### config.mk
export PLATFORM = sky130hd
export DESIGN_NAME = regfile_ctx_engine
export DESIGN_NICKNAME = d
export VERILOG_FILES = /design/src/rtl/regfile_ctx_engine.sv
export SDC_FILE = /design/constraint.sdc
export NUM_CORES = 1
export LEC_CHECK = 0
export CAP_MARGIN = 30
export CELL_PAD_IN_SITES_DETAIL_PLACEMENT = 1
export CELL_PAD_IN_SITES_GLOBAL_PLACEMENT = 1
export CORE_MARGIN = 5
export CORE_UTILIZATION = 41
export CTS_BUF_LIST = sky130_fd_sc_hd__clkbuf_4 sky130_fd_sc_hd__clkbuf_8 sky130_fd_sc_hd__clkbuf_16
export CTS_CLUSTER_SIZE = 16
export DETAILED_ROUTE_END_ITERATION = 6
export DONT_BUFFER_PORTS = 1
export PLACE_DENSITY_LB_ADDON = 0.25
export SYNTH_ARGS = -nofsm -noshare
export SYNTH_HDL_FRONTEND = slang
export SYNTH_SLANG_ARGS = --single-unit
### constraint.sdc
create_clock -name CLK -period 3.3 [get_ports CLK]
set_clock_uncertainty 0.1 [all_clocks]
set_input_delay 0.825 -clock CLK [delete_from_list [all_inputs] [get_ports CLK]]
set_output_delay 0.825 -clock CLK [all_outputs]
set_load 0.1 [all_outputs]
### src/rtl/regfile_ctx_engine.sv
// Register-file context save/restore engine: walks registers FIRST_REG..LAST_REG,
// dumping them to memory at a latched base address or reloading them from it.
//
// state | meaning
// IDLE  | waiting for start_save / start_restore
// SAVE  | read reg r via rsel1 and write it to memory until mem_ack
// RLOAD | read the word for reg r from memory until mem_ack
// RWB   | write the captured word into reg r for one cycle
// FIN   | one-cycle done pulse, starts ignored
module regfile_ctx_engine #(
  parameter int unsigned FIRST_REG = 1,
  parameter int unsigned LAST_REG  = 31
) (
  input  logic        CLK,
  input  logic        nRST,
  input  logic        start_save,
  input  logic        start_restore,
  input  logic [31:0] base_addr,
  output logic        busy,
  output logic        done,
  output logic        mem_ren,
  output logic        mem_wen,
  output logic [31:0] mem_addr,
  output logic [31:0] mem_store,
  input  logic [31:0] mem_load,
  input  logic        mem_ack,
  output logic        WEN,
  output logic [4:0]  wsel,
  output logic [31:0] wdat,
  output logic [4:0]  rsel1,
  output logic [4:0]  rsel2,
  input  logic [31:0] rdat1,
  input  logic [31:0] rdat2
);

  localparam logic [4:0] FIRST_IDX = 5'(FIRST_REG);
  localparam logic [4:0] LAST_IDX  = 5'(LAST_REG);

  typedef enum logic [2:0] {IDLE, SAVE, RLOAD, RWB, FIN} state_t;

  state_t      state_q, state_d;
  logic [4:0]  r_q, r_d;
  logic [31:0] base_q, base_d;
  logic [31:0] data_q, data_d;
  logic [31:0] offset;
  logic        unused_rdat2;

  assign unused_rdat2 = ^rdat2;
  assign rsel2        = 5'd0;

  // Word offset of the current register from the base; the add wraps mod 2^32.
  assign offset = {27'd0, r_q - FIRST_IDX} << 2;

  always_ff @(posedge CLK or negedge nRST) begin
    if (!nRST) begin
      state_q <= IDLE;
      r_q     <= FIRST_IDX;
      base_q  <= 32'd0;
      data_q  <= 32'd0;
    end else begin
      state_q <= state_d;
      r_q     <= r_d;
      base_q  <= base_d;
      data_q  <= data_d;
    end
  end

  always_comb begin
    state_d   = state_q;
    r_d       = r_q;
    base_d    = base_q;
    data_d    = data_q;
    busy      = 1'b0;
    done      = 1'b0;
    mem_ren   = 1'b0;
    mem_wen   = 1'b0;
    mem_addr  = 32'd0;
    mem_store = 32'd0;
    WEN       = 1'b0;
    wsel      = 5'd0;
    wdat      = 32'd0;
    rsel1     = 5'd0;
    case (state_q)
      IDLE: begin
        if (start_save) begin
          state_d = SAVE;
          base_d  = base_addr;
          r_d     = FIRST_IDX;
        end else if (start_restore) begin
          state_d = RLOAD;
          base_d  = base_addr;
          r_d     = FIRST_IDX;
        end
      end
      SAVE: begin
        busy      = 1'b1;
        rsel1     = r_q;
        mem_wen   = 1'b1;
        mem_store = rdat1;
        mem_addr  = base_q + offset;
        if (mem_ack) begin
          if (r_q == LAST_IDX) begin
            state_d = FIN;
          end else begin
            r_d = r_q + 5'd1;
          end
        end
      end
      RLOAD: begin
        busy     = 1'b1;
        mem_ren  = 1'b1;
        mem_addr = base_q + offset;
        if (mem_ack) begin
          data_d  = mem_load;
          state_d = RWB;
        end
      end
      RWB: begin
        busy = 1'b1;
        WEN  = 1'b1;
        wsel = r_q;
        wdat = data_q;
        if (r_q == LAST_IDX) begin
          state_d = FIN;
        end else begin
          r_d     = r_q + 5'd1;
          state_d = RLOAD;
        end
      end
      FIN: begin
        done    = 1'b1;
        state_d = IDLE;
      end
      default: state_d = IDLE;
    endcase
  end

endmodule

==> qor.csv, run 1 <==
stage,metric,value,unit
detailed_routing,via_count,3793,
die,io_pins,249,
critical_path,critPathMaxFanout,5,
synth,synthTopCellsByArea,"dfrtp_1 (41%), mux2_2 (13%), and2_1 (6.2%)",
critical_path,start_kind,flip-flop,
clocking,clk_pin_slew,80,ps
power_and_ir_drop,vdd_drop_max,0.656,mV
cells_and_area,fillCellCount,1059,
synth,ys_seq_elements,72,
detailed_routing,avgRoutedWirePerCell,21.5,microns
timing,timing.final.crit_share,121,%
critical_path,critPathCaptureType,output pin,
detailed_routing,dr.first_iter.drc_count,169,
synth,synthArstFlopShare,100,%
synth,ys_types,47,
place,place.port_buffers,0,
timing,slew_viol_final,0,
global_routing,grt_usage,22.8,%
critical_path,cp.arrival,3050,ps
detailed_routing,firstDrtPassIters,4,
synth,yosysTopAreaCell,dfrtp_1,
synth,synth_edf_count,0,
synth,synthCells,430,
timing,hold_viol,0,
die,die_area,12800,sq um
timing,fin_ws,-679,ps
status,violations,setup timing,
place,place_hpwl,10.7,mm
timing,slew_headroom,61.4,%
clocking,clockBufferDepth,2,
global_routing,antenna_found_initial,0,
detailed_routing,routed_wl,15.2,mm
die,rows,37,
timing,tns,-14950,ps
clocking,numCtsBuffers,9,
clocking,clock-root-buffer,clkbuf_8,
synth,yosysTopAreaCellShare,40.8,%
die,start_util,42.2,%
cells_and_area,synthToLayoutAreaGrowth,53.6,%
job,maxCapViolations,0,
cells_and_area,diodes,0,
cells_and_area,nets,709,
global_routing,grt_overflow,0,
timing,fmax,251,MHz
status,status,finished with violations,
die,core_area,10300,sq um
global_routing,grt_pass1_wl,23.1,mm
synth,synthFlopType,dfrtp_1,
cells_and_area,final_core_util,64.8,%
die,chipHeight,113,microns
synth,netlist_area,4350,sq um
detailed_routing,antenna_left,0,
global_routing,grt_start_max_net_pins,73,
detailed_routing,drcViolationCount,0,
place,place.gp.congestion,0.764,
clocking,clk_latency,360,ps
power_and_ir_drop,power.leakage,3.06,nW
synth,syn_avg_cell_area,10.1,sq um
global_routing,first_global_vias,4294,
cells_and_area,fin_area,6690,sq um
synth,seq_area_frac_synth,41.4,%
clocking,cts_tree,built,
clocking,clock_sinks,72,
timing,hold_slack,58.5,ps
detailed_routing,via_per_inst,5.36,
die,dieWidth,113,microns
critical_path,critPathRequiredTime,2370,ps
power_and_ir_drop,pwr_density_cell,1000,nW/um^2
timing,worst_slew_pin_slew,575,ps
cells_and_area,drive_above_1_share,53.1,%
synth,yosysWarnings,0,
place,dpl_cell_area,6140,sq um
timing,rsz0062_at_grt,yes,
timing,fin_crit,3980,ps
critical_path,critPathKind,reg2out,
worst_hold_path,hold_class,in2async,
clocking,htree_levels,3,
timing,setup_viol,27,
layer usage:
layer	vias up	share of wire (%)	track usage, %	wire [microns]
li1	1731	-	-	-
met1	1921	37	25.0	5670
met2	124	55	41.7	8360
met3	17	6.3	8.02	951
met4	0	1.3	6.01	205
met5	-	0	0	0
flip-flops by register name, indices dropped and copies added, names as in the netlist:
name	flops
base_q	32
data_q	32
r_q	5
state_q	3
critical path: stages (launching register included):
cell      delay (ps)
dfrtp_1          420
nor3_2           210
xor2_1           300
ha_1             330
a21o_1           210
a221oi_4         360
buf_4            220
nor4_2            60
xnor2_1          330
nor2_4            70
buf_12           170
synthesized netlist by cell type (5+ instances only):
cell type / instances
nor2_1: 39
nor3_1: 11
a21oi_1: 6
mux2_2: 52
inv_1: 6
buf_4: 5
nor4_2: 5
buf_2: 9
and2_1: 43
dfrtp_1: 71
o21ai_0: 6
and3_1: 43
ha_1: 9
clkbuf_1: 17
nand4_1: 5
mux2_1: 11
nand2_1: 18
nand3_1: 7
xnor2_1: 15
xor2_1: 13
area by class of cell:
type                    count  area [sq um]  area share [%]
inverters                   6          25.0           0.374
clock buffers              10           138            2.06
clock inverters             6          72.6            1.08
multi-input cells         325          2880            43.1
well taps                 136           170            2.54
flip-flops and latches     72          1800            27.0
repair buffers            152          1600            23.9
where the power goes:
part	switching, mW	internal (mW)	total (mW)
logic	2.81	1.64	4.45
clock network	0.376	0.381	0.756
registers	0.327	1.16	1.48
final timing paths:
path / start / endpoint / slack (ps) / depth (start not counted)
min: nRST / base_q[25]$_DFFE_PN0P_ / 60 / 0
min reg2reg: data_q[2]$_DFFE_PN0P_ / data_q[2]$_DFFE_PN0P_ / 390 / 1
min in group CLK: data_q[2]$_DFFE_PN0P_ / data_q[2]$_DFFE_PN0P_ / 390 / 1
max in group asynchronous: nRST / r_q[0]$_DFFE_PN1P_ / 2850 / 0
max reg2reg: state_q[1]$_DFFE_PN0P_ / data_q[25]$_DFFE_PN0P_ / 780 / 6
max: r_q[1]$_DFFE_PN0P_ / mem_addr[27] / -680 / 10
repair_timing:
action | 4_1_cts | 5_1_grt
pin swaps | 21 | 22
endpoints found under the hold margin | 0 | 0
hold buffers | 0 | 0
gates cloned | 0 | 1
setup endpoints to repair | 28 | 63
resized for setup | 31 | 22
buffers inserted | 8 | 7
cell families after synthesis:
family                   synth area share, %
AO/OA/AOI/OAI                           3.82
XOR/XNOR                                5.63
adder cells (fa/ha/maj)                 3.05
buffers and inverters                   4.14
flip-flops                              41.4
multiplexers                            16.8
other                                 0.0861
AND/OR/NAND/NOR                         25.1
cells in the final DEF (no fill, tap or decap), types with 11 or more instances in the layout:
| master | synthesis | routed |
|---|---|---|
| buf_4 | 5 | 111 |
| dfrtp_1 | 71 | 71 |
| mux2_2 | 52 | 52 |
| and2_1 | 43 | 43 |
| and3_1 | 43 | 42 |
| buf_12 | 0 | 33 |
| nor2_4 | 0 | 23 |
| nand2_1 | 18 | 14 |
| nor2_1 | 39 | 11 |
| mux2_1 | 11 | 11 |
per-stage QoR:
step / total power [mW] / std cells / setup slack (ps)
finish: 6.69 / 707 / -679
global route: 6.97 / 707 / -857
CTS: 6.56 / 701 / -597
detailed placement: 5.61 / 679 / -282
global placement: 5.49 / 679 / -240
floorplan: 4.15 / 434 / -527
(Power assumes the default switching activity.)
==> run 2, diff against run 1 <==
--- a/config.mk
+++ b/config.mk
@@ -14,7 +14,7 @@
 export CTS_CLUSTER_SIZE = 16
 export DETAILED_ROUTE_END_ITERATION = 6
 export DONT_BUFFER_PORTS = 1
-export PLACE_DENSITY_LB_ADDON = 0.25
+export PLACE_DENSITY = 0.81
 export SYNTH_ARGS = -nofsm -noshare
 export SYNTH_HDL_FRONTEND = slang
 export SYNTH_SLANG_ARGS = --single-unit
==> qor.csv, run 2 (same netlist as run 1, synthesis figures left out) <==
stage,metric,value,unit
critical_path,critPathMaxFanout,5,
clocking,clockBufferDepth,2,
cells_and_area,final_common_cell,buf_4,
critical_path,critPathRequiredTime,2370,ps
place,place_hpwl,11.5,mm
timing,fmax,238,MHz
power_and_ir_drop,vdd_drop_max,0.625,mV
die,core_area,10300,sq um
die,io_pins,249,
die,die_area,12800,sq um
clocking,clk_latency,360,ps
critical_path,critPathCaptureType,output pin,
power_and_ir_drop,pwr_density_cell,1040,nW/um^2
place,dp.cells,676,
cells_and_area,top_regs,"base_q: 32 flops, data_q: 32 flops, r_q: 5 flops",
detailed_routing,routed_wl,18.1,mm
global_routing,grt_start_max_net_pins,73,
die,start_util,42.2,%
detailed_routing,drcViolationCount,0,
cells_and_area,instances_no_fill,707,
cells_and_area,diodes,0,
clocking,htree_levels,3,
global_routing,grt_overflow,0,
global_routing,grt_pass1_wl,24.8,mm
critical_path,r2r_setup_slack,610,ps
clocking,clock-root-buffer,clkbuf_8,
critical_path,start_kind,flip-flop,
critical_path,rr_worst_depth,10,
clocking,numCtsBuffers,9,
cells_and_area,layout_common_cells,"buf_4 (110), dfrtp_1 (71), mux2_2 (52)",
worst_hold_path,hold_class,in2async,
global_routing,antenna_found_initial,0,
place,place.port_buffers,0,
detailed_routing,firstDrtPassIters,4,
timing,fin_ws,-897,ps
timing,slew_viol_final,0,
global_routing,first_global_vias,4397,
job,maxCapViolations,0,
critical_path,r2r-start,r_q[0]$_DFFE_PN1P_,
die,rows,37,
detailed_routing,antenna_left,0,
detailed_routing,via_count,3906,
status,violations,setup timing,
timing,worst_slew_pin_slew,791,ps
timing,fin_crit,4200,ps
critical_path,rr_endpoint,r_q[2]$_DFFE_PN0P_,
timing,timing.final.crit_share,127,%
place,place.gp.congestion,0.780,
die,dieWidth,113,microns
critical_path,critPathKind,reg2out,
timing,setup_viol,28,
cells_and_area,synthToLayoutAreaGrowth,54.6,%
clocking,cts_tree,built,
timing,hold_slack,46.5,ps
status,status,finished with violations,
place,post-place-ws,-293,ps
die,chipHeight,113,microns
cells_and_area,drive_above_1_share,53.2,%
clocking,clk_pin_slew,90,ps
timing,hold_viol,0,
detailed_routing,avgRoutedWirePerCell,25.5,microns
clocking,clock_sinks,72,
detailed_routing,via_per_inst,5.52,
timing,rsz0062_at_grt,yes,
cells_and_area,nets,709,
critical_path,cp.arrival,3270,ps
power_and_ir_drop,power.leakage,3.05,nW
global_routing,grt_usage,24.8,%
detailed_routing,dr.first_iter.drc_count,198,
timing,slew_headroom,47.3,%
==> run 2: final cells by class <==
cell class	instances	area [sq um]
well taps	136	170
clock inverters	7	103
flip-flops and latches	72	1800
inverters	6	22.5
repair buffers	152	1610
multi-input cells	325	2900
clock buffers	9	124
fillers	1043	3590
==> run 2: through the flow <==
step                area (sq um)  util [%]  setup TNS [ps]  power (mW)
floorplan                   4600         -           -7770        4.15
global placement            6130      59.3           -1990        5.47
finish                      6730      65.2          -21840        6.98
detailed placement          6130      59.3           -4390        5.65
global route                6730      65.2          -23040        7.19
CTS                         6510      63.1          -14680        6.66
==> run 2: routing by layer <==
layer,part of all wire [%],up-vias,GRT usage (%)
li1,-,1728,-
met1,36,1996,26.8
met2,54,151,46.8
met3,6.6,31,7.17
met4,3.2,0,6.65
met5,0,-,0
==> run 2: worst max path at each step <==
stage,slack (ps),cells after the start,to,startpoint
after floorplan,-530,8,mem_addr[26],r_q[0]$_DFFE_PN1P_
after CTS,-640,11,mem_addr[31],r_q[0]$_DFFE_PN1P_
after global routing,-960,12,mem_addr[11],r_q[0]$_DFFE_PN1P_
after detailed placement,-290,9,mem_addr[30],r_q[0]$_DFFE_PN1P_
after global placement,-190,9,mem_addr[26],r_q[0]$_DFFE_PN1P_
final,-900,11,mem_addr[31],r_q[0]$_DFFE_PN1P_
==> run 2: repair_timing <==
item,in CTS,in global routing
pin swaps,18,23
resized for setup,21,29
setup buffers,7,7
cloned,0,1
hold buffers,0,0
hold endpoints to repair,0,0
setup endpoints to repair,27,29
==> run 2: worst max-delay path: stages (launching register included) <==
cell and delay (ps):
dfstp_2 570, inv_2 80, ha_4 300, inv_1 80
ha_1 320, a21o_1 250, a221oi_4 370, buf_6 190
nor2_4 60, nand4_1 170, mux2i_4 290, buf_12 200
==> run 2: power breakdown <==
group	internal (mW)	switching, mW
Combinational	1.68	2.95
Sequential	1.16	0.356
Clock	0.435	0.400
Total	3.27	3.71
==> RTL change 1, RTL diff (flow settings as in run 1) <==
`FIRST_REG`: 1 -> 0.
--- a/src/rtl/regfile_ctx_engine.sv
+++ b/src/rtl/regfile_ctx_engine.sv
@@ -10,3 +10,3 @@
 module regfile_ctx_engine #(
-  parameter int unsigned FIRST_REG = 1,
+  parameter int unsigned FIRST_REG = 0,
   parameter int unsigned LAST_REG  = 31
Check against the original RTL: not equivalent (a bounded check fails within 4 cycles, from zero or initial values and one cycle with nRST low).
==> RTL change 1 against run 1 <==
The flow still finishes with violations (negative setup slack). Cell area is 3.4% higher. Register-to-register slack lost 0.03 ns. Sequential share of layout area decreased by 0.81 points. Critical path depth decreased by 1. Synthesized area rose by 0.89%. Worst setup slack gained 0.37 ns. Count of clock-buffer cells in the layout up 3. Sequential cell count stayed put. Total power shrank 23%. Wire length grew 17%. Via count up 8.9%. First-iteration DRC count up 8.3%. Fmax rose by 10%. Largest power group unchanged.
==> RTL change 1: results (changes against run 1) <==
- The number of detailed-routing iterations run before antenna repair came to 6 (was 4).
- The leakage power came to 0.00306 uW (about the same).
- WHS: 0.0538 ns (was 0.0585 ns)
- The switching power share of the total came to 49.5% (was 52.5%).
* Number of distinct library cells after synthesis: 43 (was 47)
- Final critical-path setup slack: -0.310 ns (was -0.679 ns)
* Arr. time, crit path: 2.69 ns (was 3.05 ns)
* Worst supply voltage drop on vdd: 0.000403 V (was 0.000656 V)
- Highest net fanout along the worst path: 11 (was 5)
- Status: finished with violations (unchanged)
* Via count of the first global-routing pass: 4614 (was 4294)
- Reg-to-reg critical path endpoint: r_q[1]$_DFFE_PN0P_ (was data_q[25]$_DFFE_PN0P_)
- Portion of the post-synthesis area used by sequential elements: 41.0% (was 41.4%)
- First-iteration detailed-routing DRC count: 183 (was 169)
- The detailed placement HPWL was 12.0 mm (was 10.7 mm).
* Total placed instance area: 6140 um2 (about the same)
- Leading cell types by total area after synthesis: sky130_fd_sc_hd__dfrtp_1 (41%), sky130_fd_sc_hd__mux2_2 (17%), sky130_fd_sc_hd__and2_1 (6.3%) (was sky130_fd_sc_hd__dfrtp_1 (41%), sky130_fd_sc_hd__mux2_2 (13%), sky130_fd_sc_hd__and2_1 (6.2%))
- Violations in the final reports: negative setup slack (unchanged)
* First-pass GRT wire length: 26.7 mm (was 23.1 mm)
* Launching instance or port of the critical path: r_q[0]$_DFFE_PN0P_ (was r_q[1]$_DFFE_PN0P_)
- The cell family contributing the most delay on the critical path was compound AO/OA/AOI/OAI gates (was XOR/XNOR gates).
* Number of antenna violations at the first check in global routing: 1 (was 0)
- Number of nets at the end of the flow: 712 (was 709)
* R2r startpoint: r_q[1]$_DFFE_PN0P_ (was state_q[1]$_DFFE_PN0P_)
- Final estimated routing congestion in global placement: 0.756 (was 0.764)
- Setup-failing EPs final: 19 (was 27)
* DP Worst Slack: 0.0505 ns (was -0.282 ns)
- The setup slack of the worst register-to-register path came to 0.75 ns (was 0.78 ns).
- Routed wire length per instance: 24.9 um (was 21.5 um)
- Synth cell count leaders: sky130_fd_sc_hd__dfrtp_1 (72), sky130_fd_sc_hd__mux2_2 (65), sky130_fd_sc_hd__and2_1 (44), sky130_fd_sc_hd__and3_1 (40), sky130_fd_sc_hd__a21oi_1 (27) (was sky130_fd_sc_hd__dfrtp_1 (71), sky130_fd_sc_hd__mux2_2 (52), sky130_fd_sc_hd__and2_1 (43), sky130_fd_sc_hd__and3_1 (43), sky130_fd_sc_hd__nor2_1 (39))
==> RTL change 1: worst max-delay path by stage <==
stage          depth (start not counted)  slack (ns)            to
2_1_floorplan                          6       -0.50   mem_addr[4]
3_3_place_gp                           8        0.16  mem_addr[12]
3_5_place_dp                           8        0.05   mem_addr[8]
4_1_cts                                9       -0.28  mem_addr[12]
5_1_grt                                9       -0.36  mem_addr[30]
6_report                               9       -0.31  mem_addr[16]
==> RTL change 1: power groups by stage <==
| stage | logic, uW | registers [uW] | clock network (uW) |
|---|---|---|---|
| 2_1_floorplan | 1900 | 1260 | 0 |
| 3_3_place_gp | 2720 | 1280 | 0 |
| 3_5_place_dp | 2810 | 1310 | 0 |
| 4_1_cts | 3020 | 1300 | 718 |
| 5_1_grt | 3230 | 1350 | 768 |
| 6_report | 3130 | 1320 | 699 |
==> RTL change 1: layout make-up <==
class | instances | area [um2] | area share (%)
multi-input combinational | 326 | 3020 | 43.6
sequential | 72 | 1810 | 26.1
timing repair buffer | 157 | 1700 | 24.6
clock buffer | 13 | 179 | 2.59
tap | 136 | 170 | 2.46
clock inverter | 3 | 23.8 | 0.344
inverter | 5 | 18.8 | 0.271
antenna | 1 | 2.50 | 0.0362
==> RTL change 1: stage by stage <==
| step | TNS (ns) | power [uW] | cells | util (%) |
|---|---|---|---|---|
| after floorplan | -5.08 | 3160 | 441 | - |
| after global placement | 0 | 4000 | 671 | 59.0 |
| after detailed placement | 0 | 4130 | 672 | 59.2 |
| after CTS | -3.35 | 5040 | 703 | 65.1 |
| after global routing | -5.05 | 5350 | 713 | 66.7 |
| final | -3.76 | 5150 | 713 | 66.7 |
==> RTL change 1: cell families after synthesis <==
family	Yosys count	share of synthesized area, %
xor+xnor	4	0.798
buf+inv	44	5.07
simple gates	174	24.0
fa+ha+maj	8	2.45
compound gates	66	9.26
flops	72	41.0
other cells	1	0.0854
mux	68	17.3
==> RTL change 1: routing by layer <==
layer,global-route usage [%],routed length [um]
met5,0,0
met3,9.02,1210
met4,7.77,404
met1,29.8,6640
met2,47.3,9480
==> RTL change 1: what timing repair did <==
action	CTS	global route
setup endpoints to repair	25	26
setup buffers	13	9
gates cloned	3	2
pin swaps	27	22
gates resized for setup	45	29
==> RTL change 2, RTL diff (settings of run 1) <==
Made on the original files. Re-encode `state_t` (5 states) as one-hot, 5 bits wide.
--- a/src/rtl/regfile_ctx_engine.sv
+++ b/src/rtl/regfile_ctx_engine.sv
@@ -38,3 +38,3 @@
 
-  typedef enum logic [2:0] {IDLE, SAVE, RLOAD, RWB, FIN} state_t;
+  typedef enum logic [4:0] {IDLE = 5'b00001, SAVE = 5'b00010, RLOAD = 5'b00100, RWB = 5'b01000, FIN = 5'b10000} state_t;
 
Check against the original RTL: same outputs for any inputs over 4 cycles, from zero or initial values and one cycle with nRST low; so few cycles prove little.
==> RTL change 2 against run 1 <==
The run still ends with negative setup slack left. Cell area rose by 15%. Final cell count is 3.8% higher. Wire length rose by 40%. Critical path depth rose by 2. Worst setup slack worse by 0.13 ns. First-iteration DRC count up 92%. Synthesized area rose by 2.7%. Register-to-register slack improved by 0.09 ns. Die area is 2.4% higher. Total power increased by 26%. Sequential cell count grew 2. Core utilization rose by 6.9 points. Critical endpoint is now mem_addr[28].
==> RTL change 2: results (changes against run 1) <==
- The wire length after detailed routing is 21.2 mm (was 15.2 mm).
- Share of total power consumed by net switching: 51.6% (was 52.5%)
- Post-CTS setup buffers: 11 (was 8)
* Total Routing Usage GR: 28.1% (was 22.8%)
- Avg Synthesized Cell Area: 10.0 um2 (was 10.1 um2)
- Arr. time, crit path: 3.18 ns (was 3.05 ns)
- Leading cell types by total area after synthesis: sky130_fd_sc_hd__dfrtp_1 (40%), sky130_fd_sc_hd__mux2_2 (16%), sky130_fd_sc_hd__and2_1 (10%) (was sky130_fd_sc_hd__dfrtp_1 (41%), sky130_fd_sc_hd__mux2_2 (13%), sky130_fd_sc_hd__and2_1 (6.2%)).
- The number of distinct library cells after synthesis came to 49 (was 47).
- The fraction of the yosys area taken by sequential cells came to 41.5% (was 41.4%).
- The met3 demand-to-capacity share in global routing is 7.14% (was 8.02%).
- Post-cts gate resize count: 61 (was 31)
- Final estimated routing congestion in global placement: 0.820 (was 0.764)
* Clock Pin Slew Worst Setup and Hold Paths: 0.09 ns
- The reg-to-reg endpoint is data_q[21]$_DFFE_PN0P_ (was data_q[25]$_DFFE_PN0P_).
- The final-stage net count came to 730 (was 709).
- Via count of the first global-routing pass: 4591 (was 4294)
- The actual slew at the worst max-slew pin is 0.672 ns (was 0.575 ns).
- The post-layout worst setup margin came to -0.804 ns (was -0.679 ns).
- The leakage power was 0.00321 uW (was 0.00306 uW).
- Violations in the final reports: negative setup slack (unchanged).
- The met2 track demand over resource is 49.0% (was 41.7%).
- Fill cells: 1002 (was 1059)
- The final number of setup-violating endpoints is 29 (was 27).
* Post-route insts no fill: 734 (was 707)
- Largest regs: base_q (32), data_q (32) (was base_q (32), data_q (32), r_q (5))
- The final worst hold slack came to 0.0550 ns (was 0.0585 ns).
- Highest net fanout along the worst path: 8 (was 5)
- The share of layout cells above drive strength 1 came to 60.0% (was 53.1%).
- Status: finished with violations (unchanged).
- Cell class contributing the biggest share of worst-path delay: buffers and inverters (was XOR/XNOR gates)
- The detailed placement HPWL was 12.3 mm (was 10.7 mm).
- The maximum vdd ir drop was 0.000608 V (was 0.000656 V).
- DP Cell Count: 702 (was 679)
- The portion of total power attributed to combinational logic was 68.6% (was 66.5%).
* First-iteration detailed-routing DRC count: 325 (was 169)
- The start of the worst register-to-register path is state_q[0]$_DFFE_PN1P_ (was state_q[1]$_DFFE_PN0P_).
* Number of antenna violations at the first check in global routing: 2 (was 0)
- The last element of the critical path was mem_addr[28] (was mem_addr[27]).
* Total placed instance area: 6880 um2 (was 6140 um2)
- Share of power burned in the clock network: 9.0% (was 11.3%)
* Overall via count from detail_route: 4230 (was 3793)
-- RTL change 2: cell types whose count changed in the layout (fill, tap and decap cells not counted), moves of 9 or more --
cell and change:
sky130_fd_sc_hd__buf_4 -42, sky130_fd_sc_hd__and2_2 +9, sky130_fd_sc_hd__buf_12 +37, sky130_fd_sc_hd__and2_1 +22, sky130_fd_sc_hd__and3_1 -37, sky130_fd_sc_hd__mux2_1 -10
sky130_fd_sc_hd__mux2_2 +11
-- RTL change 2: cells by family (layout without fill, tap and decap cells) --
group           Yosys count  after routing  synth area share (%)
compound gates           39             39                  6.19
xor+xnor                 29             29                  5.68
fa+ha+maj                10             10                  2.97
buf+inv                  37            179                  3.67
flops                    74             74                  41.5
mux                      66             66                  16.6
other cells               1              7                0.0839
simple gates            190            190                  23.3
-- RTL change 2: layout make-up --
| cell class | count | area share (%) |
|---|---|---|
| timing repair buffer | 154 | 27.1 |
| sequential | 74 | 24.1 |
| clock buffer | 13 | 2.08 |
| tap | 140 | 2.27 |
| multi-input combinational | 339 | 43.3 |
| antenna | 2 | 0.0649 |
| clock inverter | 3 | 0.519 |
| inverter | 9 | 0.519 |
-- RTL change 2: layer usage --
metal | up-vias | part of all wire (%)
met5 | - | 0
met4 | 0 | 3.8
met3 | 59 | 6.6
met2 | 208 | 54
met1 | 2179 | 36
li1 | 1784 | -
-- RTL change 2: per-stage QoR --
stage	power [uW]	utilization [%]	worst slack, ns	setup TNS (ns)
6_report	8450	71.7	-0.804	-17.93
4_1_cts	7890	70.0	-0.667	-13.62
5_1_grt	8750	71.7	-0.916	-20.66
3_3_place_gp	6370	63.8	-0.188	-2.21
3_5_place_dp	6640	64.0	-0.315	-4.59
2_1_floorplan	5010	-	-0.304	-3.53
